`config.mk`:
```
export PLATFORM = sky130hd
export DESIGN_NAME = moving_sum_decoder
export DESIGN_NICKNAME = d
export VERILOG_FILES = /design/src/rtl/moving_sum_decoder.sv
export SDC_FILE = /design/constraint.sdc
export NUM_CORES = 1
export LEC_CHECK = 0
export ABC_AREA = 1
export BUFFER_PORTS_ARGS = -buffer_cell sky130_fd_sc_hd__buf_4
export CORE_ASPECT_RATIO = 0.8
export CORE_MARGIN = 5
export CORE_UTILIZATION = 30
export DETAILED_ROUTE_END_ITERATION = 7
export SYNTH_ARGS = -nofsm -noshare
export SYNTH_HDL_FRONTEND = slang
export SYNTH_SLANG_ARGS = --single-unit
```
`constraint.sdc`:
```
create_clock -name system1000 -period 5.7 [get_ports system1000]
set_clock_uncertainty 0.15 [all_clocks]
set_input_delay 1.14 -clock system1000 [delete_from_list [all_inputs] [get_ports system1000]]
set_output_delay 1.14 -clock system1000 [all_outputs]
set_load 0.05 [all_outputs]
```
`src/rtl/moving_sum_decoder.sv`:
```
// Inverse of a WINDOW-tap moving sum: rebuilds x[n] = y[n] - y[n-1] + x[n-WINDOW] (mod 2^WIDTH).
// Optional synchronous clear input is enabled by defining MOVING_SUM_DECODER_CLEAR_EN.
module moving_sum_decoder #(
  parameter int WIDTH  = 8,
  parameter int WINDOW = 16
) (
  input  logic                    system1000,
  input  logic                    system1000_rstn,
  input  logic signed [WIDTH-1:0] sum_i,
  input  logic                    valid_i,
`ifdef MOVING_SUM_DECODER_CLEAR_EN
  input  logic                    clear_i,
`endif
  output logic signed [WIDTH-1:0] sample_o,
  output logic                    valid_o,
  output logic                    primed_o
);

  localparam int CNT_W = $clog2(WINDOW + 1);
  localparam logic [CNT_W-1:0] FULL = CNT_W'(WINDOW);

  // Differences wrap naturally in WIDTH bits, which is what lets sums crossing full scale decode.
  function automatic logic signed [WIDTH-1:0] wrap_decode(
    input logic signed [WIDTH-1:0] y_now,
    input logic signed [WIDTH-1:0] y_prev,
    input logic signed [WIDTH-1:0] x_old
  );
    return y_now - y_prev + x_old;
  endfunction

  logic signed [WIDTH-1:0] prev_sum;
  logic signed [WIDTH-1:0] hist [WINDOW];
  logic        [CNT_W-1:0] fill_cnt;
  logic        [CNT_W-1:0] fill_next;
  logic signed [WIDTH-1:0] x_p0;
  logic                    clear_req;

`ifdef MOVING_SUM_DECODER_CLEAR_EN
  assign clear_req = clear_i;
`else
  assign clear_req = 1'b0;
`endif

  assign x_p0 = wrap_decode(sum_i, prev_sum, hist[WINDOW-1]);

  always_comb begin
    fill_next = fill_cnt;
    if (fill_cnt != FULL) fill_next = fill_cnt + CNT_W'(1);
  end

  // Stage p0 -> p1: decode registered into sample_o alongside valid_o
  always_ff @(posedge system1000 or negedge system1000_rstn) begin
    if (!system1000_rstn) begin
      prev_sum <= '0;
      for (int k = 0; k < WINDOW; k++) hist[k] <= '0;
      fill_cnt <= '0;
      sample_o <= '0;
      valid_o  <= 1'b0;
      primed_o <= 1'b0;
    end else if (clear_req) begin
      prev_sum <= '0;
      for (int k = 0; k < WINDOW; k++) hist[k] <= '0;
      fill_cnt <= '0;
      valid_o  <= 1'b0;
      primed_o <= 1'b0;
    end else begin
      valid_o <= valid_i;
      if (valid_i) begin
        sample_o <= x_p0;
        prev_sum <= sum_i;
        hist[0]  <= x_p0;
        for (int k = 1; k < WINDOW; k++) hist[k] <= hist[k-1];
        fill_cnt <= fill_next;
        primed_o <= (fill_next == FULL);
      end
    end
  end

endmodule

```
==> Word-level counts from Yosys, hierarchy flattened <==
Index checks and enable logic that the tools add are counted.
Widths: inputs -> output; s select.
{ "totals": {"register_bits": 143, "output_inout_bits": 10, "wordCells": 26} }
{ "classes": {"n_addsub": 3, "eq_ne": 2, "n_mux": 1} }
{ "op_table": {"columns": ["operator", "count"], "rows": [
  ["$add 8x8->8", 1],
  ["$sub 8x8->8", 1],
  ["$add 5x1->5 const B", 1],
  ["$eq 5x5->1 const B", 1],
  ["$mux 5", 1],
  ["$ne 5x5->1 const B", 1]
]} }

==> Longest topological paths before layout <==
Gate-level depths: netlist of run 1.
{ "logic_depth": {"ltp_word": 3, "mapped_depth": 13, "ltp_nobuf": 13} }

==> Worst setup path before layout of run 1 <==
OpenSTA, ideal clock, no wires.
{ "synth_path": {"path_kind": "input-to-reg", "startpoint": "input port sum_i[2]", "endpoint": "register hist[127] (netlist name)", "setup_time_ns": 0.118, "arrival_ns": 2.594, "required_ns": 5.432, "setup_slack_ns": 2.838, "path_stages": 10, "cell_sequence": "inv_1 > fa_1 > inv_1 > ha_1 > a21oi_1 > nand2_1 > a21oi_1 > nand2_1 > nand3_1 > nand2_1"} }
{ "synth_between": {"elab_chain_cells": 2} }
{ "synth_lines": {"columns": ["item", "line_no", "text"], "rows": [
  ["start: declaration", "9", "input logic signed [WIDTH-1:0] sum_i,"],
  ["$sub 8x8->8", "28", "return y_now - y_prev + x_old;"],
  ["$add 8x8->8", "28", null],
  ["end: declaration", "32", "logic signed [WIDTH-1:0] hist [WINDOW];"]
]} }
Every way passes these cells.
A chain may end at the register's enable or synchronous reset.

==> Worst setup path after layout of run 1 <==
Same ends and word-level chain as after synthesis.

==> run_results.csv, run 1 <==
group,metric,value,unit
clock_tree,clkTransAtPathRegs,0.06,ns
setup_path,r2r_start,"prev_sum[2]",
timing,slew_viol_final,0,
layout,final_cell_mix,"407 x nand2_1, 143 x dfrtp_1, 47 x inv_1, 24 x o21ai_0, 22 x buf_4",
layout,multi_input_area,2100,um2
detailed_routing,viasPerCell,4.16,
place,gp_congestion,0.770,
detailed_routing,drc,0,
power_and_ir_drop,ir_drop,0.292,mV
setup_path,r2r_setup_slack,3.46,ns
yosys,ys_ff_latch,143,
clock_tree,hold_buffers,0,
setup_path,path_cells,"buf_4 -> inv_1 -> fa_1 -> inv_1 -> ha_1 -> a21oi_1 -> nand2_1 -> a21oi_1 -> nand2_1 -> nand3_1 -> nand2_1",
die,fp.coreArea,20000,um2
timing,slew_headroom,0.295,
detailed_routing,firstDrtPassIters,4,
global_routing,grt_overflow,0,
timing,rsz0062_at_grt,"no",
timing,worstMarginPinSlew,1.06,ns
clock_tree,cts_resized,0,
timing,finalHoldViolCount,0,
layout,fin_cells,991,
setup_path,cp_slowest_cell,"fa_1",
yosys,seq_area_frac_synth,0.582,
setup_path,worstSetupPathType,"in -> reg",
clock_tree,cts_sinks,143,
hold_path,whs_endpoint,"hist[86]",
clock_tree,clock_latency,0.42,ns
setup_path,cp_slowest_stage_delay,0.53,ns
place,io_buffers,20,
detailed_routing,wire_per_inst,10.8,um
setup_path,timing.rr.end,"hist[127]",
global_routing,grt_use_total,0.0975,
detailed_routing,drt_iter0_markers,260,
timing,whs,0.319,ns
clock_tree,cts_tree,"yes",
setup_path,end_kind,"register",
global_routing,grt_pass1_wl,18900,um
die,initial_core_util,0.308,
setup_path,worst-endpoint-required,5.85,ns
setup_path,r2r_cells,9,
timing,timing.final.ws_setup,2.99,ns
global_routing,grt_pass1_vias,3948,
detailed_routing,vias,4119,
clock_tree,clockBufferDepth,2,
timing,fmax,369,MHz
layout,postLayoutCoreUtil,0.347,
layout,mostFrequentLayoutCell,"nand2_1",
die,die_y,138,um
place,dp_slack,2.57,ns
power_and_ir_drop,p_leak,3.79,nW
setup_path,critPathBufInv,3,
flow_run,max_cap_violations,0,
setup_path,cp-start-kind,"primary input",
yosys,synth_cell_type_count,23,
place,dp_hpwl,6330,um
yosys,syn_nets,739,
yosys,synth_area,6150,um2
yosys,yosys_warnings,0,
layout,area_growth,12.6,%
setup_path,crit_family,"adder cells",
timing,setup_violations,0,
place,place_inst,959,
detailed_routing,drt-total-wl,10700,um
hold_path,hold_depth,2,
layout,drive_above_1_share,0.0784,
clock_tree,cts_buffers,17,
timing,min_period,2.71,ns
hold_path,hold_class,"reg -> reg",
setup_path,timing.critical_path.mode_cell,"nand2_1",
timing,fin_tns_setup,0,ns
global_routing,antenna_found_initial,0,
die,io_pins,21,
clock_tree,cts_post_setup_buffers_inserted,0,
clock_tree,htree_levels,4,
clock_tree,root_buffer,"clkbuf_16",
layout,fin_nets,742,
layout,n_antenna_cell,0,
yosys,netlist_instances,711,
hold_path,hp-start,"hist[86]",
timing,period_share,0.476,
setup_path,cp_max_fo,6,
die,dieArea,23500,um2
die,rows,46,
die,dieWidth,170,um
layout,fillers,2064,
detailed_routing,ant_nets,0,
power_and_ir_drop,powerDensity,444,nW/um2
run_status,status,"complete, no violations",
setup_path,cp.arrival,2.87,ns
global_routing,grt_max_degree,111,
yosys,syn_avg_cell_area,8.65,um2
layout,regArea,3580,um2
[through the flow]
step / total power, mW / cell area (um2)
2_1_floorplan: 1.90 / 6150
3_3_place_gp: 2.04 / 6370
3_5_place_dp: 2.06 / 6370
4_1_cts: 3.11 / 6920
5_1_grt: 3.28 / 6920
6_report: 3.07 / 6920
[power by group]
part	internal (mW)	switching [mW]	total, mW	leakage, nW
logic	0.227	0.407	0.634	1.66
clock network	0.571	0.468	1.04	0.262
registers	1.25	0.152	1.40	1.87
total	2.04	1.03	3.07	3.79
[layout make-up]
class,instances,area share
well taps,264,0.0477
inverters,48,0.0264
clock inverters,14,0.0175
multi-input cells,481,0.304
clock buffers,18,0.0620
repair buffers,23,0.0255
flip-flops and latches,143,0.517
[layer usage]
layer | wire length [um] | up-vias | GRT usage
li1 | - | 2140 | -
met5 | 0 | - | 0
met3 | 471 | 14 | 0.0311
met1 | 5660 | 1913 | 0.143
met2 | 4380 | 52 | 0.136
met4 | 151 | 0 | 0.0311
[worst min-delay path, cell delays in order (launching register included)]
cell and delay (ns):
dfrtp_1 0.34, nand2_1 0.05, nand2_1 0.05
[flip-flops by register name, indices dropped and copies added, names as in the netlist]
| name | flops |
|---|---|
| hist | 128 |
| prev_sum | 8 |
| fill_cnt | 5 |
| primed_o | 1 |
| valid_o | 1 |
[cell families after synthesis]
logic type	after synthesis	synth area share
XOR/XNOR	5	0.00713
flip-flops	143	0.582
AND/OR/NAND/NOR	430	0.268
adder cells (fa/ha/maj)	17	0.0432
AO/OA/AOI/OAI	29	0.0236
buffers and inverters	87	0.0759
[Yosys cell counts (all sizes together)]
cell / count / area share
and2: 1 / 0.0010
nand3: 9 / 0.0081
fa: 7 / 0.023
nor2: 8 / 0.0053
nand3b: 1 / 0.0012
clkbuf: 6 / 0.0037
xnor2: 2 / 0.0029
ha: 10 / 0.020
inv: 48 / 0.029
nand2: 407 / 0.25
nand4: 3 / 0.0031
buf: 33 / 0.043
xor2: 3 / 0.0043
a21oi: 4 / 0.0033
o21ai: 25 / 0.020
nor3: 1 / 0.00081
dfrtp: 143 / 0.58
[worst max path at each step]
stage                     end  slack, ns  depth (start not counted)  startpoint
floorplan           hist[127]       2.84                         10    sum_i[2]
global placement    hist[114]       2.59                          4     valid_i
detailed placement  hist[114]       2.57                          4     valid_i
CTS                 hist[127]       3.02                         11    sum_i[2]
global route        hist[127]       2.82                         11    sum_i[2]
finish              hist[127]       2.99                         11    sum_i[2]
No activity file was read; power rests on OpenSTA's default activity.
==> run 2, diff against run 1 <==
Clock period 5.7 ns to 2.8 ns, I/O delays scaled along.
==> run 2 against run 1 <==
Critical path depth decreased by 2. Global-route usage increased by 0.50 points. Utilization increased by 0.72 points. Setup slack got worse by 2.4 ns. Clock power increased by 120%. Die area unchanged. Largest cell class unchanged. Sequential power increased by 100%.
==> run_results.csv, run 2 (same netlist as run 1, synthesis figures left out) <==
group,metric,value,unit
timing,setup_violations,0,
place,dp_hpwl,6800,um
clock_tree,clkTransAtPathRegs,0.06,ns
place,gp_congestion,0.790,
timing,slew_headroom,0.600,
layout,multi_input_area,2100,um2
setup_path,timing.critical_path.mode_cell,"nand2_1",
detailed_routing,viasPerCell,4.15,
setup_path,worstSetupPathType,"reg -> reg",
timing,finalHoldViolCount,0,
global_routing,grt_max_degree,144,
global_routing,grt_overflow,0,
layout,drive_above_1_share,0.0806,
flow_run,max_cap_violations,0,
layout,fin_nets,747,
timing,min_period,2.18,ns
place,postPlaceCellArea,6450,um2
detailed_routing,drt_iter0_markers,352,
layout,n_antenna_cell,0,
timing,rsz0062_at_grt,"no",
global_routing,grt_pass1_wl,19700,um
timing,period_share,0.780,
clock_tree,clockBufferDepth,2,
setup_path,end_kind,"register",
power_and_ir_drop,p_leak,3.86,nW
global_routing,grt_pass1_vias,4118,
setup_path,critPathBufInv,1,
detailed_routing,ant_nets,0,
clock_tree,cts_post_setup_buffers_inserted,0,
setup_path,crit_family,"adder cells",
layout,regMostFlops,"hist",
detailed_routing,firstDrtPassIters,4,
setup_path,cp_slowest_cell,"fa_1",
power_and_ir_drop,powerDensity,917,nW/um2
layout,fin_area,7060,um2
detailed_routing,drc,0,
setup_path,cp_slowest_stage_delay,0.51,ns
detailed_routing,wire_per_inst,11.2,um
die,dieWidth,170,um
global_routing,antenna_found_initial,0,
detailed_routing,drt-total-wl,11200,um
setup_path,cp_max_fo,6,
clock_tree,clock_latency,0.41,ns
layout,regArea,3580,um2
clock_tree,cts_sinks,143,
clock_tree,cts_buffers,17,
die,die_y,138,um
run_status,status,"complete, no violations",
clock_tree,cts_tree,"yes",
setup_path,path_cells,"fa_1 -> inv_1 -> ha_1 -> a21oi_1 -> nand2_1 -> nand2_1 -> nand3b_1 -> nand3_1 -> nand2_1",
setup_path,cp.arrival,2.34,ns
die,rows,46,
layout,largest_registers,"hist x128, prev_sum x8, fill_cnt x5",
timing,whs,0.218,ns
layout,mostFrequentLayoutCell,"nand2_1",
die,dieArea,23500,um2
setup_path,cp-start-kind,"register",
timing,worstMarginPinSlew,0.600,ns
layout,fillers,2043,
hold_path,hold_class,"in -> reg",
setup_path,worst-endpoint-required,2.95,ns
clock_tree,root_buffer,"clkbuf_16",
layout,area_growth,14.9,%
timing,fmax,458,MHz
die,initial_core_util,0.308,
clock_tree,htree_levels,4,
layout,fin_cells,996,
timing,slew_viol_final,0,
layout,final_cell_mix,"407 x nand2_1, 143 x dfrtp_1, 47 x inv_1, 24 x o21ai_0, 22 x buf_4",
power_and_ir_drop,ir_drop,0.457,mV
global_routing,grt_use_total,0.102,
detailed_routing,vias,4137,
die,io_pins,21,
die,fp.coreArea,20000,um2
timing,fin_tns_setup,0,ns
place,place_inst,963,
place,io_buffers,20,
layout,largest_reg_flops,128,
power_and_ir_drop,power,6.47,mW
-- run 2: path summary, 6_finish.rpt --
path	from	end	depth (start not counted)	slack (ns)
worst max-delay path	prev_sum[2]	hist[125]	9	0.62
max in group asynchronous	system1000_rstn	hist[8]	3	1.33
worst min register to register	hist[46]	hist[38]	2	0.32
min in group asynchronous	system1000_rstn	valid_o	2	0.54
worst min-delay path	sum_i[0]	prev_sum[0]	3	0.22
worst max register to register	prev_sum[2]	hist[125]	9	0.62
-- run 2: layout make-up --
class | instances | area share
timing repair buffer | 28 | 0.0377
inverter | 48 | 0.0259
multi-input combinational | 481 | 0.298
clock buffer | 21 | 0.0638
tap | 264 | 0.0468
sequential | 143 | 0.507
clock inverter | 11 | 0.0218
-- run 2: timing repair --
item | in CTS | in global routing
gates resized for setup | 0 | 0
hold endpoints to repair | 51 | 0
hold buffers | 1 | 0
-- run 2: where the power goes --
part / total (mW) / leakage, nW / internal, mW / switching (mW)
Clock: 2.31 / 0.289 / 1.44 / 0.877
Sequential: 2.85 / 1.87 / 2.54 / 0.309
Combinational: 1.31 / 1.70 / 0.474 / 0.838
Total: 6.47 / 3.86 / 4.45 / 2.02
-- run 2: metrics by stage --
step	utilization	worst slack, ns
finish	0.354	0.616
global route	0.354	0.436
CTS	0.354	0.605
detailed placement	0.323	0.292
global placement	0.323	0.313
floorplan	-	0.518
-- run 2: tightest hold or removal path, delay by kind of cell --
family                 cells  cell delay [ns]
buffers and inverters      1             0.09
AND/OR/NAND/NOR            2             0.11
-- run 2: layer usage --
metal | GRT usage | routed length, um | up-vias | part of all wire
li1 | - | - | 2143 | -
met5 | 0 | 0 | - | 0
met4 | 0.0378 | 155 | 0 | 0.014
met1 | 0.153 | 5980 | 1949 | 0.54
met2 | 0.142 | 4600 | 35 | 0.41
met3 | 0.0271 | 434 | 10 | 0.039
